`config.mk`:
```
export PLATFORM = sky130hd
export DESIGN_NAME = multicycle_sequencer
export DESIGN_NICKNAME = d
export VERILOG_FILES = /design/src/rtl/cpu_pkg.sv /design/src/rtl/multicycle_sequencer.sv
export SDC_FILE = /design/constraint.sdc
export NUM_CORES = 1
export LEC_CHECK = 0
export ABC_AREA = 1
export BUFFER_PORTS_ARGS = -buffer_cell sky130_fd_sc_hd__buf_2
export CAP_MARGIN = 40
export CORE_ASPECT_RATIO = 0.6
export CORE_MARGIN = 1.5
export CORE_UTILIZATION = 44
export DETAILED_ROUTE_END_ITERATION = 8
export PLACE_DENSITY = 0.65
export SYNTH_ARGS = -nofsm -noshare
export SYNTH_HDL_FRONTEND = slang
export SYNTH_SLANG_ARGS = --single-unit
```
`constraint.sdc`:
```
create_clock -name clk -period 2 [get_ports clk]
set_clock_uncertainty 0.2 [all_clocks]
set_input_delay 0.2 -clock clk [delete_from_list [all_inputs] [get_ports clk]]
set_output_delay 0.2 -clock clk [all_outputs]
set_load 0.02 [all_outputs]
```
`src/rtl/cpu_pkg.sv`:
```
// Shared encodings for the 16-bit multi-cycle CPU: opcodes, PC source
// selects and the sequencer state type.
package cpu_pkg;

  localparam logic [2:0] OP_DTYPE = 3'b000;
  localparam logic [2:0] OP_ADDI  = 3'b001;
  localparam logic [2:0] OP_ORI   = 3'b010;
  localparam logic [2:0] OP_ST    = 3'b011;
  localparam logic [2:0] OP_LD    = 3'b100;
  localparam logic [2:0] OP_BEQZ  = 3'b101;
  localparam logic [2:0] OP_JMP   = 3'b110;
  localparam logic [2:0] OP_HALT  = 3'b111;

  localparam logic [1:0] PC_INC    = 2'b00;
  localparam logic [1:0] PC_BRANCH = 2'b01;
  localparam logic [1:0] PC_JUMP   = 2'b10;

  typedef enum logic [2:0] {
    S_FETCH     = 3'd0,
    S_DECODE    = 3'd1,
    S_EXECUTE   = 3'd2,
    S_MEM       = 3'd3,
    S_WRITEBACK = 3'd4,
    S_HALT      = 3'd5,
    S_ERROR     = 3'd6
  } state_t;

endpackage

```
`src/rtl/multicycle_sequencer.sv`:
```
// Multi-cycle control FSM: fetch/decode/execute/mem/writeback over one shared
// memory port, with a per-access timeout and a retired-instruction counter.
//
// Memory handshake: mem_req is held high until the cycle mem_ready is seen
// high; that cycle completes the access. mem_we is meaningful only with mem_req.
module multicycle_sequencer
  import cpu_pkg::*;
#(
  parameter int TIMEOUT = 16,
  parameter int CNT_W   = 16
) (
  input  logic             clk,
  input  logic             reset,
  input  logic [2:0]       opcode,
  input  logic             zero,
  input  logic             mem_ready,
  output logic             mem_req,
  output logic             mem_we,
  output logic             iord,
  output logic             ir_write,
  output logic             mdr_write,
  output logic             pc_write,
  output logic [1:0]       pc_src,
  output logic             aluop,
  output logic             reg_dest,
  output logic             memtoreg,
  output logic             regwrite,
  output logic             halted,
  output logic             err,
  output logic [CNT_W-1:0] retired,
  output state_t           dbg_state
);

  localparam int WAIT_W = $clog2(TIMEOUT + 1);

  state_t            r_state;
  state_t            w_next;
  logic [WAIT_W-1:0] r_wait;
  logic [CNT_W-1:0]  r_retired;
  logic              r_err;
  logic              w_retire;
  logic              w_timeout;
  logic              w_at_limit;
  logic              w_mem_req;

  assign w_at_limit = (r_wait == WAIT_W'(TIMEOUT - 1));

  always_comb begin
    w_next    = r_state;
    w_retire  = 1'b0;
    w_timeout = 1'b0;
    w_mem_req = 1'b0;
    mem_we    = 1'b0;
    iord      = 1'b0;
    ir_write  = 1'b0;
    mdr_write = 1'b0;
    pc_write  = 1'b0;
    pc_src    = PC_INC;
    aluop     = 1'b0;
    reg_dest  = 1'b0;
    memtoreg  = 1'b0;
    regwrite  = 1'b0;
    halted    = 1'b0;
    case (r_state)
      S_FETCH: begin
        w_mem_req = 1'b1;
        if (mem_ready) begin
          ir_write = 1'b1;
          pc_write = 1'b1;
          pc_src   = PC_INC;
          w_next   = S_DECODE;
        end else if (w_at_limit) begin
          w_timeout = 1'b1;
          w_next    = S_ERROR;
        end
      end
      S_DECODE: begin
        if (opcode == OP_HALT) begin
          w_next   = S_HALT;
          w_retire = 1'b1;
        end else begin
          w_next = S_EXECUTE;
        end
      end
      S_EXECUTE: begin
        aluop = (opcode != OP_DTYPE);
        case (opcode)
          OP_BEQZ: begin
            if (zero) begin
              pc_write = 1'b1;
              pc_src   = PC_BRANCH;
            end
            w_next   = S_FETCH;
            w_retire = 1'b1;
          end
          OP_JMP: begin
            pc_write = 1'b1;
            pc_src   = PC_JUMP;
            w_next   = S_FETCH;
            w_retire = 1'b1;
          end
          OP_DTYPE, OP_ADDI, OP_ORI: w_next = S_WRITEBACK;
          OP_ST, OP_LD:              w_next = S_MEM;
          default:                   w_next = S_FETCH;
        endcase
      end
      S_MEM: begin
        w_mem_req = 1'b1;
        iord      = 1'b1;
        aluop     = 1'b1;
        mem_we    = (opcode == OP_ST);
        if (mem_ready) begin
          if (opcode == OP_ST) begin
            w_next   = S_FETCH;
            w_retire = 1'b1;
          end else begin
            mdr_write = 1'b1;
            w_next    = S_WRITEBACK;
          end
        end else if (w_at_limit) begin
          w_timeout = 1'b1;
          w_next    = S_ERROR;
        end
      end
      S_WRITEBACK: begin
        regwrite = 1'b1;
        reg_dest = (opcode != OP_DTYPE);
        memtoreg = (opcode == OP_LD);
        w_next   = S_FETCH;
        w_retire = 1'b1;
      end
      S_HALT:  halted = 1'b1;
      S_ERROR: halted = 1'b1;
      default: w_next = S_FETCH;
    endcase
    // Reset silences every strobe in the cycle it is sampled, even mid-access.
    if (reset) begin
      w_mem_req = 1'b0;
      mem_we    = 1'b0;
      iord      = 1'b0;
      ir_write  = 1'b0;
      mdr_write = 1'b0;
      pc_write  = 1'b0;
      pc_src    = PC_INC;
      aluop     = 1'b0;
      reg_dest  = 1'b0;
      memtoreg  = 1'b0;
      regwrite  = 1'b0;
      halted    = 1'b0;
    end
  end

  always_ff @(posedge clk) begin
    if (reset) begin
      r_state   <= S_FETCH;
      r_wait    <= '0;
      r_retired <= '0;
      r_err     <= 1'b0;
    end else begin
      r_state <= w_next;
      // Waiting only accumulates while a request is outstanding; any other
      // cycle (including completion) leaves the counter clear for the next access.
      if (w_mem_req && !mem_ready && !w_timeout) r_wait <= r_wait + 1'b1;
      else                                       r_wait <= '0;
      if (w_retire)  r_retired <= r_retired + 1'b1;
      if (w_timeout) r_err     <= 1'b1;
    end
  end

  assign mem_req   = w_mem_req;
  assign err       = r_err & ~reset;
  assign retired   = r_retired;
  assign dbg_state = r_state;

endmodule

```
==> summary.txt, run 1 <==
fmax: 0.528 GHz
Global Route met1 Usage: 36.2%
share of cells above drive strength 1: 23.7%
async set-reset flop share out of synthesis: 0%
FF-to-FF setup slack: 0.24 ns
Worst EP arrival: 1.50 ns
Clock Latency Late Sink: 0.27 ns
WHS Path Cells: 2
met3 Track Usage GR: 4.91%
gr busiest metal: met1
Seq/Total Area, Yosys: 30.5%
Cell Int Power: 0.832 mW
FF-to-FF Start: dbg_state[2]
Req. time, crit path: 1.60 ns
final hold vios: 0
Starting Density: 48.2%
ant diodes: 0
status: complete, no violations
row cnt: 16
hold path endpoint: retired[2]
HP Start: reset
Pwr Total: 1.40 mW
Layout Utilization: 57.5%
Post-route DRC: 0
Post-DRT Antenna Nets: 0
Max Root-Sink Buffers: 2
Setup WS pre-CTS: 0.205 ns
R2R depth: 7
clock power share: 22.1%
routability cong.: 0.927
initial antenna violation count: 0
largest net degree at the start of global routing: 19
Setup crit end kind: primary output
relative slew slack: 74.8%
First-pass DRT Iterations: 5
crit-path max FO: 7
Yosys warning total: 0
Setup crit start kind: flop
vias per cell: 5.04
via count: 1713
Mean Syn Cell Area: 6.50 um2
sw frac: 40.6%
Ports: 40
Worst Hold Class: input pin to flop
most common cell after layout, fill and taps aside: nand2_1
leakage: 0.849 nW
first-pass GRT wire length: 6860 um
highest-count cells in the layout ignoring fill and taps: nand2_1 (62), buf_2 (39), nor2_1 (31), nand3_1 (31), inv_1 (27)
routed wire length: 4180 um
Total GRT Usage: 22.0%
number of synthesized flops with an enable pin: 0
H-tree depth: 1
chip width: 81.8 um
final worst setup slack: 0.105 ns
Hold WS: 0.134 ns
chip height: 50.3 um
placed cells: 336
unrepaired setup endpoints after global routing: false
Crit Path Class: flop to primary output
Area growth, synth to finish: 19.3%
Clock transition at path regs: 0.09 ns
detailed placement HPWL: 3200 um
Peak supply drop: 0.415 mV
DR WL/cell: 12.3 um
TritonCTS clock tree: built
syn_nets: 263
R2R Path End: retired[14]
post-synthesis register bit count: 25
Seq pwr share: 42.3%
Post-Syn Area: 1640 um2
Yosys cell types: 30
sw power: 0.568 mW
pins over their slew limit: 0
Final min period: 1.90 ns
Post-Syn Instances: 252
Final nets: 307
hold_buf cts: 0
vias in the first global route: 1392
number of clock buffers inserted by TritonCTS: 3
cell area after layout: 1960 um2
clock root cell: clkbuf_8
Comb pwr share: 35.6%
Final Cycle Share: 94.8%
met2 Use GR: 27.3%
actual slew at the worst max-slew pin: 0.378 ns
placed inst area: 1890 um2
die area: 4110 um2
initial drt markers: 156
setup_tns: 0 ns
Clock Sinks: 25
Finished Layout Cells: 340
ys flop type: dfxtp_1
Final setup violation count: 0
Core ar.: 3400 um2
port bufs: 39
global route total overflow: 0
PwrDens: 716 nW/um2
number of max-cap violations: 0
Setup Buffers After CTS: 0
==> cell families after synthesis <==
family | Yosys count | synth area share (%)
xor gates and xnor gates | 8 | 4.27
buffers and inverters | 36 | 9.69
DFF | 25 | 30.5
adders and majority gates | 4 | 3.05
AOI/OAI and AO/OA | 32 | 11.9
and+or+nand+nor | 147 | 40.5
==> cell type report <==
class / instances / area [um2]
tap: 45 / 56.3
clock inverter: 1 / 7.51
fill: 362 / 1450
clock buffer: 3 / 41.3
inverter: 29 / 109
sequential: 25 / 504
timing repair buffer: 46 / 248
multi-input combinational: 191 / 990
==> critical path: stages, from the launching register on <==
cell     delay [ns]
dfxtp_2        0.42
inv_2          0.10
nor3_2         0.19
nand2_1        0.15
nor3_1         0.17
buf_2          0.19
==> cell usage after synthesis (2+ instances only) <==
cell	count	area share [%]
a21oi_1	17	5.2
a21oi_2	4	2.1
a31oi_1	2	0.76
buf_6	3	2.1
clkbuf_1	2	0.46
dfxtp_1	25	31
ha_1	4	3.1
inv_1	27	6.2
inv_2	2	0.46
nand2_1	62	14
nand3_1	31	9.5
nand4_1	5	1.9
nor2_1	31	7.1
nor2_2	4	1.5
nor3_1	5	1.5
nor4_1	3	1.1
o21ai_0	6	1.8
xnor2_1	4	2.1
xor2_1	4	2.1
==> metal layers <==
metal  vias up  part of all wire, %
met1       734                   56
met5         -                    0
met3         2                  8.1
met2        67                   35
li1        910                    -
met4         0                 0.55
==> sequential cells by signal (all words and copies together), names as in the netlist <==
signal and count:
r_wait 5, r_err 1, dbg_state 3, retired 16
==> power by group through the flow <==
| stage | Combinational [mW] | Sequential [mW] | Clock [mW] |
|---|---|---|---|
| after floorplan | 0.332 | 0.624 | 0 |
| after global placement | 0.499 | 0.593 | 0 |
| after detailed placement | 0.489 | 0.594 | 0 |
| after CTS | 0.492 | 0.587 | 0.323 |
| after global routing | 0.565 | 0.598 | 0.339 |
| final | 0.498 | 0.593 | 0.309 |
==> repair_timing <==
item	4_1_cts	5_1_grt
endpoints found under the setup margin	2	6
resized for setup	2	3
pin swaps	0	0
hold endpoints to repair	0	0
==> how the worst max path moves through the flow <==
stage / startpoint / slack (ns) / to / cells past startpoint
after floorplan: dbg_state[1] / 0.01 / pc_src[0] / 4
after global placement: dbg_state[0] / 0.26 / retired[13] / 7
after detailed placement: dbg_state[2] / 0.20 / retired[14] / 7
after CTS: dbg_state[0] / 0.002 / pc_src[0] / 6
after global routing: dbg_state[0] / 0.007 / aluop / 6
final: dbg_state[2] / 0.10 / memtoreg / 5
Power figures use the tool's default switching activity.
==> run 2: changes to the inputs <==
Settings changed: CORE_UTILIZATION 44 to 53, PLACE_DENSITY 0.65 to 0.76.
==> summary.txt, run 2 (synthesis gave the netlist of run 1 again) <==
Clock Sinks: 25 (unchanged)
relative slew slack: 61.3% (-14 points)
Worst EP arrival: 1.48 ns (-0.02 ns)
clock power share: 21.8% (-0.3 points)
final worst setup slack: 0.124 ns (+0.0190 ns)
Post-route DRC: 0 (unchanged)
gr busiest metal: met1
share of cells above drive strength 1: 22.9% (-0.78 points)
number of clock buffers inserted by TritonCTS: 3 (unchanged)
met2 Use GR: 33.6% (+6.2 points)
routed wire length: 3990 um (-4.6%)
PwrDens: 725 nW/um2 (+1.3%)
row cnt: 15 (-1)
FF-to-FF setup slack: 0.25 ns (about the same)
Req. time, crit path: 1.60 ns (about the same)
setup_tns: 0 ns (unchanged)
Setup crit end kind: primary output
hold_buf cts: 0 (unchanged)
Setup WS pre-CTS: 0.246 ns (+0.0416 ns)
clock root cell: clkbuf_8
initial drt markers: 149 (-4.5%)
Clock transition at path regs: 0.09 ns (about the same)
Area growth, synth to finish: 17.7%
Worst Hold Class: input pin to flop
die area: 3450 um2 (-16%)
Seq pwr share: 42.5% (+0.2 points)
met3 Track Usage GR: 6.56% (+1.7 points)
Hold WS: 0.153 ns (+0.0190 ns)
Layout Utilization: 66.3% (+8.9 points)
Ports: 40 (unchanged)
pins over their slew limit: 0 (unchanged)
crit-path max FO: 6 (-1)
global route total overflow: 0 (unchanged)
Finished Layout Cells: 334 (-1.8%)
actual slew at the worst max-slew pin: 0.581 ns (+0.203 ns)
unrepaired setup endpoints after global routing: false
largest net degree at the start of global routing: 29 (+10)
TritonCTS clock tree: built
Final nets: 304 (-0.98%)
leakage: 0.833 nW (-1.8%)
R2R depth: 7 (unchanged)
ant diodes: 0 (unchanged)
placed cells: 330 (-1.8%)
Final Cycle Share: 93.8% (-0.95 points)
Cell Int Power: 0.829 mW (-0.34%)
fmax: 0.533 GHz (+1.0%)
Max Root-Sink Buffers: 2 (unchanged)
initial antenna violation count: 0 (unchanged)
final hold vios: 0 (unchanged)
Setup crit start kind: flop
Final setup violation count: 0 (unchanged)
first-pass GRT wire length: 6300 um (-8.2%)
vias per cell: 5.24 (+4.0%)
Global Route met1 Usage: 37.5% (+1.3 points)
Crit Path Class: flop to primary output
WHS Path Cells: 4 (+2)
sw frac: 40.7% (+0.18 points)
Clock Latency Late Sink: 0.27 ns (about the same)
max FFs per register: 16 (unchanged)
vias in the first global route: 1339 (-3.8%)
cell area after layout: 1930 um2 (-1.3%)
Comb pwr share: 35.7% (about the same)
Core ar.: 2910 um2 (-15%)
via count: 1750 (+2.2%)
DR WL/cell: 11.9 um (-2.9%)
most common cell after layout, fill and taps aside: nand2_1
sw power: 0.570 mW (+0.42%)
First-pass DRT Iterations: 5 (unchanged)
chip width: 74.8 um (-8.6%)
detailed placement HPWL: 2990 um (-6.7%)
Starting Density: 56.3% (+8.2 points)
chip height: 46.1 um (-8.4%)
placed inst area: 1870 um2 (-1.4%)
Pwr Total: 1.40 mW (about the same)
H-tree depth: 1 (unchanged)
Peak supply drop: 0.536 mV (+29%)
Post-DRT Antenna Nets: 0 (unchanged)
highest-count cells in the layout ignoring fill and taps: nand2_1 (62), buf_2 (39), nor2_1 (31), nand3_1 (31), inv_1 (27)
routability cong.: 0.933 (+0.64%)
number of max-cap violations: 0 (unchanged)
Final min period: 1.88 ns (-0.0190 ns)
status: complete, no violations
Total GRT Usage: 24.1% (+2.1 points)
port bufs: 39 (unchanged)
## run 2: cell count changes in the layout (fill, tap and decap cells not counted), sizes merged
cell	before	now
buf	46	43
## run 2: cell type report
type / instances / area, um2
tap: 42 / 52.6
multi-input combinational: 191 / 990
timing repair buffer: 43 / 225
clock buffer: 3 / 41.3
sequential: 25 / 504
inverter: 29 / 109
fill: 269 / 980
clock inverter: 1 / 7.51
## run 2: power by group through the flow
stage	clock (mW)	combinational (mW)	sequential, mW
after CTS	0.315	0.485	0.584
after global placement	0	0.485	0.596
after detailed placement	0	0.480	0.593
final	0.305	0.500	0.594
after global routing	0.334	0.553	0.598
after floorplan	0	0.332	0.624
## run 2: timing repair
action                     4_1_cts  5_1_grt
gates resized for setup          1        4
setup endpoints to repair        1        7
setup buffers                    0        0
## run 2: final timing paths
check | from | end
hold reg to reg | r_wait[0] | r_wait[0]
setup reg to reg | dbg_state[2] | retired[6]
setup / recovery | dbg_state[1] | pc_src[0]
hold / removal | opcode[0] | dbg_state[1]
## run 2: critical path, cell delays in order, from the launching register on
cell and delay [ns]:
dfxtp_2 0.43, nand2_2 0.11, nor2_4 0.17, inv_1 0.10, nor4_1 0.18, buf_2 0.21
## run 2: routing by layer
layer  part of all wire (%)  wire (um)  vias to the layer above
met1                     53       2100                      755
met2                     38       1520                       85
met4                   0.28         11                        0
met3                    9.0        359                        2
met5                      0          0                        -
li1                       -          -                      908
